==> config.mk <==
export PLATFORM = sky130hd
export DESIGN_NAME = mlp_trainer
export DESIGN_NICKNAME = d
export VERILOG_FILES = /design/src/rtl/Common.sv /design/src/rtl/FixedPoint.sv /design/src/rtl/mlp_trainer_pkg.sv /design/src/rtl/mlp_sample_mem.sv /design/src/rtl/mlp_trainer.sv
export SDC_FILE = /design/constraint.sdc
export NUM_CORES = 1
export LEC_CHECK = 0
export CAP_MARGIN = 20
export CELL_PAD_IN_SITES_DETAIL_PLACEMENT = 0
export CELL_PAD_IN_SITES_GLOBAL_PLACEMENT = 1
export CORE_MARGIN = 8
export CORE_UTILIZATION = 50
export CTS_BUF_LIST = sky130_fd_sc_hd__clkbuf_8
export DETAILED_ROUTE_END_ITERATION = 8
export HOLD_SLACK_MARGIN = 0.02
export PLACE_DENSITY = 0.95
export SETUP_SLACK_MARGIN = 0.02
export SYNTH_ARGS = -nofsm -noshare
export SYNTH_HDL_FRONTEND = slang
export SYNTH_HIERARCHICAL = 1
export SYNTH_SLANG_ARGS = --single-unit
==> constraint.sdc <==
create_clock -name clk -period 7.75 [get_ports clk]
set_clock_uncertainty 0.2 [all_clocks]
set_input_delay 1.55 -clock clk [delete_from_list [all_inputs] [get_ports clk]]
set_output_delay 1.55 -clock clk [all_outputs]
set_load 0.02 [all_outputs]
==> src/rtl/Common.sv <==
// Common: state enumeration for the MLP training sequencer.
package Common;

    typedef enum logic [2:0] {
        IDLE    = 3'd0,
        APPLY   = 3'd1,
        TRAIN   = 3'd2,
        ADVANCE = 3'd3,
        DONE    = 3'd4
    } trainer_state_t;

endpackage

==> src/rtl/FixedPoint.sv <==
// FixedPoint: signed Q8.8 fixed-point type shared by the MLP datapath,
// with saturating add/subtract helpers.
package FixedPoint;

    localparam int SFP_W = 16;

    typedef logic signed [SFP_W-1:0] sfp;

    localparam sfp ONE     = 16'sh0100;
    localparam sfp SFP_MAX = 16'sh7fff;
    localparam sfp SFP_MIN = 16'sh8000;

    // Add with one guard bit; clamp to the rails when the sign overflows.
    function automatic sfp sfp_add(input sfp a, input sfp b);
        logic [SFP_W:0] s;
        s = {a[SFP_W-1], a} + {b[SFP_W-1], b};
        if (s[SFP_W] != s[SFP_W-1]) begin
            sfp_add = s[SFP_W] ? SFP_MIN : SFP_MAX;
        end else begin
            sfp_add = sfp'(s[SFP_W-1:0]);
        end
    endfunction

    // Subtract with one guard bit; clamp to the rails when the sign overflows.
    function automatic sfp sfp_sub(input sfp a, input sfp b);
        logic [SFP_W:0] s;
        s = {a[SFP_W-1], a} - {b[SFP_W-1], b};
        if (s[SFP_W] != s[SFP_W-1]) begin
            sfp_sub = s[SFP_W] ? SFP_MIN : SFP_MAX;
        end else begin
            sfp_sub = sfp'(s[SFP_W-1:0]);
        end
    endfunction

endpackage

==> src/rtl/mlp_trainer_pkg.sv <==
// mlp_trainer_pkg: trainer-local constants (plain state encodings for the
// FSM register) and a saturating absolute-value helper for the loss path.
package mlp_trainer_pkg;

    import FixedPoint::*;
    import Common::*;

    localparam logic [2:0] ST_IDLE    = IDLE;
    localparam logic [2:0] ST_APPLY   = APPLY;
    localparam logic [2:0] ST_TRAIN   = TRAIN;
    localparam logic [2:0] ST_ADVANCE = ADVANCE;
    localparam logic [2:0] ST_DONE    = DONE;

    // |x|, with the most negative value mapped to SFP_MAX.
    function automatic sfp sfp_abs(input sfp x);
        if (x == SFP_MIN) begin
            sfp_abs = SFP_MAX;
        end else if (x[SFP_W-1]) begin
            sfp_abs = -x;
        end else begin
            sfp_abs = x;
        end
    endfunction

endpackage

==> src/rtl/mlp_sample_mem.sv <==
// mlp_sample_mem: training-sample store, synchronous write and combinational
// read. Deliberately has no reset so loaded samples survive a trainer abort.
module mlp_sample_mem #(
    parameter int width  = 48,
    parameter int depth  = 4,
    parameter int addr_w = 2
) (
    input  logic              clk,
    input  logic              wr_en,
    input  logic [addr_w-1:0] wr_addr,
    input  logic [width-1:0]  wr_data,
    input  logic [addr_w-1:0] rd_addr,
    output logic [width-1:0]  rd_data
);

    logic [width-1:0] mem_q [depth];

    // Store one sample per write-enabled edge.
    always_ff @(posedge clk) begin
        if (wr_en) begin
            mem_q[wr_addr] <= wr_data;
        end
    end

    assign rd_data = mem_q[rd_addr];

endmodule

==> src/rtl/mlp_trainer.sv <==
// mlp_trainer: sequences stored samples through an external MLP for a number
// of epochs: settle the forward pass, pulse training for one cycle, capture
// the prediction, then advance to the next sample/epoch.
// Optional feature: define MLP_TRAINER_LOSS_EN to accumulate the per-epoch
// L1 loss into epoch_loss; otherwise epoch_loss is tied to zero.
module mlp_trainer
    import FixedPoint::*;
    import Common::*;
    import mlp_trainer_pkg::*;
#(
    parameter int inputs        = 2,
    parameter int outputs       = 1,
    parameter int depth         = 4,
    parameter int settle_cycles = 2
) (
    input  logic                       clk,
    input  logic                       rst,
    input  logic                       wr_en,
    input  logic [$clog2(depth)-1:0]   wr_addr,
    input  logic [inputs*SFP_W-1:0]    wr_values,
    input  logic [outputs*SFP_W-1:0]   wr_expected,
    input  logic [15:0]                num_samples,
    input  logic [15:0]                num_epochs,
    input  logic                       start,
    output logic                       busy,
    output logic                       done,
    output logic [inputs*SFP_W-1:0]    mlp_values,
    output logic [outputs*SFP_W-1:0]   mlp_expected,
    output logic                       mlp_training,
    input  logic [outputs*SFP_W-1:0]   mlp_prediction,
    output logic [15:0]                sample_index,
    output logic [15:0]                epoch_count,
    output logic                       result_valid,
    output logic [outputs*SFP_W-1:0]   result_prediction,
    output logic [SFP_W-1:0]           epoch_loss
);

    localparam int          ADDR_W      = $clog2(depth);
    localparam int          MEM_W       = (inputs + outputs) * SFP_W;
    localparam logic [15:0] DEPTH16     = 16'(depth);
    localparam logic [15:0] SETTLE_LAST = 16'(settle_cycles - 1);

    logic [2:0]                 state_q, state_d;
    logic [15:0]                settle_q, settle_d;
    logic [15:0]                sample_index_q, sample_index_d;
    logic [15:0]                epoch_count_q, epoch_count_d;
    logic [15:0]                n_q, n_d;
    logic [15:0]                e_q, e_d;
    logic [inputs*SFP_W-1:0]    mlp_values_q, mlp_values_d;
    logic [outputs*SFP_W-1:0]   mlp_expected_q, mlp_expected_d;
    logic [outputs*SFP_W-1:0]   result_prediction_q, result_prediction_d;

    logic             mem_wr;
    logic [MEM_W-1:0] rd_data;
    logic             last_sample;

    // Memory is only writable while idle so a run sees a frozen sample set.
    assign mem_wr = wr_en && (state_q == ST_IDLE);

    // The read address is the index being entered, so operands are ready to
    // latch on the same edge that moves the FSM into APPLY.
    mlp_sample_mem #(
        .width  (MEM_W),
        .depth  (depth),
        .addr_w (ADDR_W)
    ) u_sample_mem (
        .clk     (clk),
        .wr_en   (mem_wr),
        .wr_addr (wr_addr),
        .wr_data ({wr_values, wr_expected}),
        .rd_addr (sample_index_d[ADDR_W-1:0]),
        .rd_data (rd_data)
    );

    assign last_sample = (sample_index_q + 16'd1) >= n_q;

    // Sequencer: next state, settle counter, sample/epoch bookkeeping.
    always_comb begin
        state_d             = state_q;
        settle_d            = settle_q;
        sample_index_d      = sample_index_q;
        epoch_count_d       = epoch_count_q;
        n_d                 = n_q;
        e_d                 = e_q;
        result_prediction_d = result_prediction_q;
        case (state_q)
            ST_IDLE: begin
                if (start) begin
                    sample_index_d = '0;
                    epoch_count_d  = '0;
                    settle_d       = '0;
                    n_d            = (num_samples > DEPTH16) ? DEPTH16 : num_samples;
                    e_d            = num_epochs;
                    if (num_samples == 16'd0 || num_epochs == 16'd0) begin
                        state_d = ST_DONE;
                    end else begin
                        state_d = ST_APPLY;
                    end
                end
            end
            ST_APPLY: begin
                if (settle_q == SETTLE_LAST) begin
                    state_d = ST_TRAIN;
                end else begin
                    settle_d = settle_q + 16'd1;
                end
            end
            ST_TRAIN: begin
                result_prediction_d = mlp_prediction;
                state_d             = ST_ADVANCE;
            end
            ST_ADVANCE: begin
                settle_d = '0;
                if (!last_sample) begin
                    sample_index_d = sample_index_q + 16'd1;
                    state_d        = ST_APPLY;
                end else begin
                    sample_index_d = '0;
                    epoch_count_d  = epoch_count_q + 16'd1;
                    if ((epoch_count_q + 16'd1) == e_q) begin
                        state_d = ST_DONE;
                    end else begin
                        state_d = ST_APPLY;
                    end
                end
            end
            ST_DONE: begin
                state_d = ST_IDLE;
            end
            default: begin
                state_d = ST_IDLE;
            end
        endcase
    end

    // Latch the sample operands once on entry to APPLY; they then stay put
    // through TRAIN because memory cannot change while busy.
    always_comb begin
        mlp_values_d   = mlp_values_q;
        mlp_expected_d = mlp_expected_q;
        if (state_d == ST_APPLY && state_q != ST_APPLY) begin
            mlp_values_d   = rd_data[MEM_W-1 -: inputs*SFP_W];
            mlp_expected_d = rd_data[outputs*SFP_W-1:0];
        end
    end

    // Sequencer and operand registers.
    always_ff @(posedge clk or posedge rst) begin
        if (rst) begin
            state_q             <= ST_IDLE;
            settle_q            <= '0;
            sample_index_q      <= '0;
            epoch_count_q       <= '0;
            n_q                 <= '0;
            e_q                 <= '0;
            mlp_values_q        <= '0;
            mlp_expected_q      <= '0;
            result_prediction_q <= '0;
        end else begin
            state_q             <= state_d;
            settle_q            <= settle_d;
            sample_index_q      <= sample_index_d;
            epoch_count_q       <= epoch_count_d;
            n_q                 <= n_d;
            e_q                 <= e_d;
            mlp_values_q        <= mlp_values_d;
            mlp_expected_q      <= mlp_expected_d;
            result_prediction_q <= result_prediction_d;
        end
    end

`ifdef MLP_TRAINER_LOSS_EN
    sfp loss_acc_q, loss_acc_d;
    sfp epoch_loss_q, epoch_loss_d;
    sfp sample_err;

    // L1 error of the current sample, summed over all outputs.
    always_comb begin
        sample_err = '0;
        for (int i = 0; i < outputs; i++) begin
            sample_err = sfp_add(sample_err,
                sfp_abs(sfp_sub(sfp'(mlp_prediction[i*SFP_W +: SFP_W]),
                                sfp'(mlp_expected_q[i*SFP_W +: SFP_W]))));
        end
    end

    // Accumulate per trained sample; publish and clear at each epoch boundary.
    always_comb begin
        loss_acc_d   = loss_acc_q;
        epoch_loss_d = epoch_loss_q;
        if (state_q == ST_IDLE && start) begin
            loss_acc_d = '0;
        end else if (state_q == ST_TRAIN) begin
            loss_acc_d = sfp_add(loss_acc_q, sample_err);
        end else if (state_q == ST_ADVANCE && last_sample) begin
            epoch_loss_d = loss_acc_q;
            loss_acc_d   = '0;
        end
    end

    // Loss registers.
    always_ff @(posedge clk or posedge rst) begin
        if (rst) begin
            loss_acc_q   <= '0;
            epoch_loss_q <= '0;
        end else begin
            loss_acc_q   <= loss_acc_d;
            epoch_loss_q <= epoch_loss_d;
        end
    end

    assign epoch_loss = epoch_loss_q;
`else
    assign epoch_loss = '0;
`endif

    assign busy              = (state_q != ST_IDLE);
    assign done              = (state_q == ST_DONE);
    assign mlp_training      = (state_q == ST_TRAIN);
    assign result_valid      = (state_q == ST_ADVANCE);
    assign mlp_values        = mlp_values_q;
    assign mlp_expected      = mlp_expected_q;
    assign sample_index      = sample_index_q;
    assign epoch_count       = epoch_count_q;
    assign result_prediction = result_prediction_q;

endmodule

-- Word-level counts from Yosys, hierarchy flattened
Memories as Yosys holds them, arrays and structs flattened. A register that Yosys moved wholly into a read port is not among the register bits.
Index checks and enable logic that the tools add are counted.
- register bits: 99
- memory bits (writable): 192
- input bits: 102
- word-level logic and storage cells: 55
- memories kept: 1
- memory list (name ; words ; bits a word ; read ports ; clocked after Yosys merged registers in ; write ports ; RTL line ; text):
    u_sample_mem.mem_q ; 4 ; 48 ; 1 ; 1 ; 1 ; mlp_sample_mem.sv:16 ; logic [width-1:0] mem_q [depth];
- add/sub/neg operators: 3
- magnitude comparators: 2
- eq/ne operators: 11
- mux-type cells: 17
- reduce and logical (&&, ||, !) cells: 13
- operators by type and width (operator ; number):
    $mux 16 ; 6
    $pmux 16 s2 ; 2
    $add 16x1->16 const B ; 3
    $pmux 16 s3 ; 1
    $logic_not 16->1 ; 2
    $eq 16x1->1 const B ; 1
    $eq 16x16->1 ; 1
    $ge 16x16->1 ; 1
    $gt 16x3->1 const B ; 1
    $mux 3 ; 5
    $pmux 3 s4 ; 1
    $eq 3x1->1 const B ; 2
    $eq 3x2->1 const B ; 2
    $reduce_and 3->1 ; 2
    $reduce_bool 3->1 ; 2
    $ne 2x2->1 const B ; 2
    $reduce_and 2->1 ; 2
    $eq 3x3->1 const B ; 1
    $logic_not 3->1 ; 1
    $ne 3x1->1 const B ; 1
    $logic_and 1x1->1 ; 2
    $mux 1 ; 2
    $ne 2x1->1 const B ; 1
    $reduce_bool 2->1 ; 1
    $logic_or 1x1->1 ; 1

-- Longest topological paths before layout
- word-level depth: 7
- depth in mapped cells: 21
- depth with buffers taken out: 17

-- By module
The synthesis kept the hierarchy.
- modules (own cells, without submodules) (module ; instances ; cells each ; area an instance (sq um)):
    mlp_trainer ; 1 ; 927 ; 8398.1
    mlp_sample_mem ; 1 ; 254 ; 6949.2

-- Least setup slack after synthesis
No wires, ideal clock.
- path type: input to register
- start point: input port wr_en
- end point: memory u_sample_mem.mem_q[0][0] (enable)
- setup time: 524 ps
- arrival time: 5214 ps
- data required time: 7026 ps
- setup slack: 1812 ps
- cell stages on the path: 2
- path through: and2_1 > nor3b_1
- word-level cells in the longest chain between the ends: 3
- ends and longest elaborated chain (element ; RTL line ; text):
    from (decl) ; mlp_trainer.sv:18 ; input logic wr_en,
    $logic_and 1x1->1 ; mlp_trainer.sv:58 ; assign mem_wr = wr_en && (state_q == ST_IDLE);
    $mux 1 ; mlp_sample_mem.sv:20 ; if (wr_en) begin
    $mux 1 (not written as such) ; mlp_sample_mem.sv:21 ; mem_q[wr_addr] <= wr_data;
    to (decl) ; mlp_sample_mem.sv:16 ;
No other way between the ends.

-- Worst setup path after layout
- start point: register sample_index_q[0] (netlist: sample_index[0])
- end point: register mlp_values_q[14] (netlist: mlp_values[14]) (read register of u_sample_mem.mem_q)
- elaborated cells between the ends (all ways): 9
- those cells by class: add/sub: 1; order compare: 1; eq/ne: 1; mux: 5; reduce/logical: 1
- RTL lines (element ; RTL line ; text):
    from (decl) ; mlp_trainer.sv:45 ; logic [15:0] sample_index_q, sample_index_d;
    from (signal assigned) ; mlp_trainer.sv:162 ; sample_index_q <= sample_index_d;
    $add 16x1->16 (*) ; mlp_trainer.sv:75, mlp_trainer.sv:115 ;
    $ge 16x16->1 ; mlp_trainer.sv:75 ; assign last_sample = (sample_index_q + 16'd1) >= n_q;
    $mux 16 (*) ; mlp_trainer.sv:114 ; if (!last_sample) begin
    $pmux 16 s2 (*) ; mlp_trainer.sv:86 ; case (state_q)
    via sample_index_d[1] ; mlp_trainer.sv:45 ;
    to (decl) ; mlp_trainer.sv:49 ; logic [inputs*SFP_W-1:0] mlp_values_q, mlp_values_d;
Mark *: on every way through the listed nets, which the timed path passes. The rest lies on a longest branch. The select of a mux whose other input is x is not followed.
A chain may end at the register's enable or synchronous reset.

==> results.sh <==
export IMPL_cts_resized=0
export IMPL_nNetsFinal=1500
export IMPL_gp_congestion=0.849
export IMPL_p_leak_nw=7.11
export IMPL_synthTopCellsByCount="192 x edfxtp_1, 147 x dfrtp_1, 141 x nand2_1"
export IMPL_whs_endpoint="n_q[5]"
export IMPL_synth_seq_cells=339
export IMPL_async_reset_ff_share_pct=43.4
export IMPL_cts_hold_buf=0
export IMPL_min_path_type="flop to flop"
export IMPL_route_met3_wl_microns=3210
export IMPL_start_util_pct=50.4
export IMPL_multi_input_area_sq_um=5400
export IMPL_wl_met1_microns=15500
export IMPL_outcome="completed"
export IMPL_yosys_cell_types_count=66
export IMPL_clk_latency_ps=610
export IMPL_dr_pass1_iters=6
export IMPL_core_region_area_sq_um=30400
export IMPL_critical_path_slowest_cell="a22o_2"
export IMPL_crit_chain="nand2_1, nor3_1, and3_1, nand3_1, and2_1, or2_2, ha_1, o21a_1, o21ai_0, a31oi_1, a31o_2, nor2_1, a22o_2, buf_4, mux4_2, a21oi_1, o211ai_1"
export IMPL_regArea_sq_um=9440
export IMPL_maxCapViolCount=0
export IMPL_netlist_area_leader_share_pct=37.6
export IMPL_relSlewSlack_pct=26.9
export IMPL_hold_viol=0
export IMPL_timing_fmax_ghz=0.164
export IMPL_fillers=2328
export IMPL_syn2layout_area_growth_pct=22.2
export IMPL_track_usage_pct=21.0
export IMPL_rsz0062_at_grt="false"
export IMPL_ys_warn_count=6
export IMPL_synth_area_leader_cell="edfxtp_1"
export IMPL_worstReg2RegEnd="mlp_values[14]"
export IMPL_drive_above_1_share_pct=13.2
export IMPL_grt_ovfl_total=0
export IMPL_critPathMaxFanout=38
export IMPL_die_x_microns=191
export IMPL_post_cts_setup_buffers=0
export IMPL_finalSetupViolCount=0
export IMPL_cts_sinks=339
export IMPL_clockBufferDepth=3
export IMPL_cts_inserted_buffers=54
export IMPL_viasPerCell=5.85
export IMPL_final_antenna_net_count=0
export IMPL_dp_worst_setup_slack_ps=1560
export IMPL_netlist_area_sq_um=15300
export IMPL_grt_pass1_wl_microns=60800
export IMPL_synth_area_leaders="edfxtp_1 38%, dfrtp_1 24%, mux4_2 7.0%"
export IMPL_die_area_sq_um=36600
export IMPL_dr_wl_met2_microns=19200
export IMPL_startpoint_type="flop"
export IMPL_wl_per_cell_microns=21.3
export IMPL_rows=64
export IMPL_dp_hpwl_microns=24200
export IMPL_r2r_start="sample_index[0]"
export IMPL_place_area_sq_um=17600
export IMPL_max_stage_delay_ps=1000
export IMPL_arrival_ps=6360
export IMPL_syn_inst=1181
export IMPL_grt_pass1_vias=11100
export IMPL_regToRegSetupSlack_ps=1640
export IMPL_routed_top_layer="met5"
export IMPL_htreeDepth=2
export IMPL_numPortBuffers=201
export IMPL_grt_max_degree=87
export IMPL_path_clk_slew_ps=60
export IMPL_ir_drop_uv=269
export IMPL_timing_final_crit_share_pct=78.8
export IMPL_seq_area_frac_synth_pct=61.5
export IMPL_endpoint_kind="flop"
export IMPL_crit_required_ps=8000
export IMPL_setup_slack_ps=1640
export IMPL_min_path_cells=2
export IMPL_syn_area_per_cell_sq_um=13.0
export IMPL_cts_tree="done"
export IMPL_min_from="n_q[5]"
export IMPL_finalHoldWorstSlack_ps=294
export IMPL_drt_wl_total_microns=38700
export IMPL_synthFlopType="edfxtp_1"
export IMPL_synth_most_common_cell="edfxtp_1"
export IMPL_worstMarginPinSlew_ps=1100
export IMPL_grt_antenna_before_repair=6
export IMPL_reg2reg_depth=17
export IMPL_ctsRootBufferMaster="clkbuf_8"
export IMPL_io_pins=218
export IMPL_critPathKind="flop to flop"
export IMPL_fp_dieH_microns=191
export IMPL_power_density_nw_per_um2=335
export IMPL_synth_edf_count=192
export IMPL_setup_tns_ps=0
export IMPL_route_vias_total=10600
export IMPL_total_power_mw=6.28
export IMPL_report_final_slew_viol_count=0
export IMPL_min_period_ps=6110
export IMPL_drc=0
export IMPL_final_area_sq_um=18800
export IMPL_initialDrtViolationCount=878
==> worst max-delay path by stage <==
stage | start | depth (start not counted) | to
3_3_place_gp | sample_index[0] | 16 | mlp_values[22]
2_1_floorplan | wr_en | 2 | u_sample_mem/mem_q[0][0]
4_1_cts | sample_index[0] | 16 | mlp_values[14]
3_5_place_dp | sample_index[0] | 17 | mlp_values[14]
6_report | sample_index[0] | 17 | mlp_values[14]
5_1_grt | sample_index[0] | 16 | mlp_values[14]
==> cell families (layout without fill, tap and decap cells) <==
group / after synthesis / in the layout / share of synthesized area, %
multiplexers: 66 / 66 / 8.35
flip-flops: 339 / 339 / 61.5
adder cells (fa/ha/maj): 20 / 20 / 1.63
buffers and inverters: 126 / 351 / 3.86
AO/OA/AOI/OAI: 238 / 238 / 10.8
other: 1 / 17 / 0.0244
XOR/XNOR: 47 / 47 / 2.68
AND/OR/NAND/NOR: 344 / 344 / 11.1
==> report_power, final <==
part | switching (mW) | total, mW | internal, mW
registers | 0.264 | 2.49 | 2.22
logic | 1.23 | 2.27 | 1.04
clock network | 0.697 | 1.53 | 0.835
==> placed cells by master (no fill, tap or decap), types with 11 or more instances in the layout <==
cell type,instances
nand4_1,13
xnor2_1,25
nor2_1,43
nor4_1,14
clkbuf_8,62
and3_1,58
conb_1,16
o21ai_0,31
clkdlybuf4s50_1,201
ha_1,20
mux4_2,48
a21oi_1,56
xor2_1,22
nor3_1,11
edfxtp_1,192
nand3_1,22
buf_4,18
mux2_2,16
nand2_1,141
dfrtp_1,147
o211ai_1,91
inv_1,50
==> metrics by stage <==
stage / utilization (%) / cells
2_1_floorplan: - / 1196
3_3_place_gp: 57.9 / 1716
3_5_place_dp: 57.9 / 1717
4_1_cts: 61.5 / 1816
5_1_grt: 61.6 / 1818
6_report: 61.6 / 1818
==> flip-flops by register name (all words and copies together) (netlist names) <==
name and cells:
u_sample_mem/mem_q 192, mlp_values 32, e_q 16, epoch_count 16, mlp_expected 16, n_q 16
result_prediction 16, sample_index 16, settle_q 16, state_q 3
==> critical path, delay by kind of cell, from the launching register on <==
kind                     cells  cell delay, ps
AO/OA/AOI/OAI                7            2040
adder cells (fa/ha/maj)      1             290
buffers and inverters        1             380
flip-flops                   1             500
multiplexers                 1             340
AND/OR/NAND/NOR              7            2220
==> layout make-up <==
class / count / area share [%]
timing repair buffer: 221 / 11.6
multi-input combinational: 731 / 28.8
sequential: 339 / 50.4
clock inverter: 37 / 1.35
clock buffer: 62 / 4.55
inverter: 31 / 0.647
tap: 396 / 2.64
antenna: 1 / 0.0133
==> layer usage <==
layer / vias to the layer above / GRT usage (%)
met5: - / 0
met4: 10 / 6.25
met3: 75 / 5.09
met2: 430 / 35.9
met1: 5285 / 26.3
li1: 4841 / -
No activity file was read; power rests on OpenSTA's default activity.
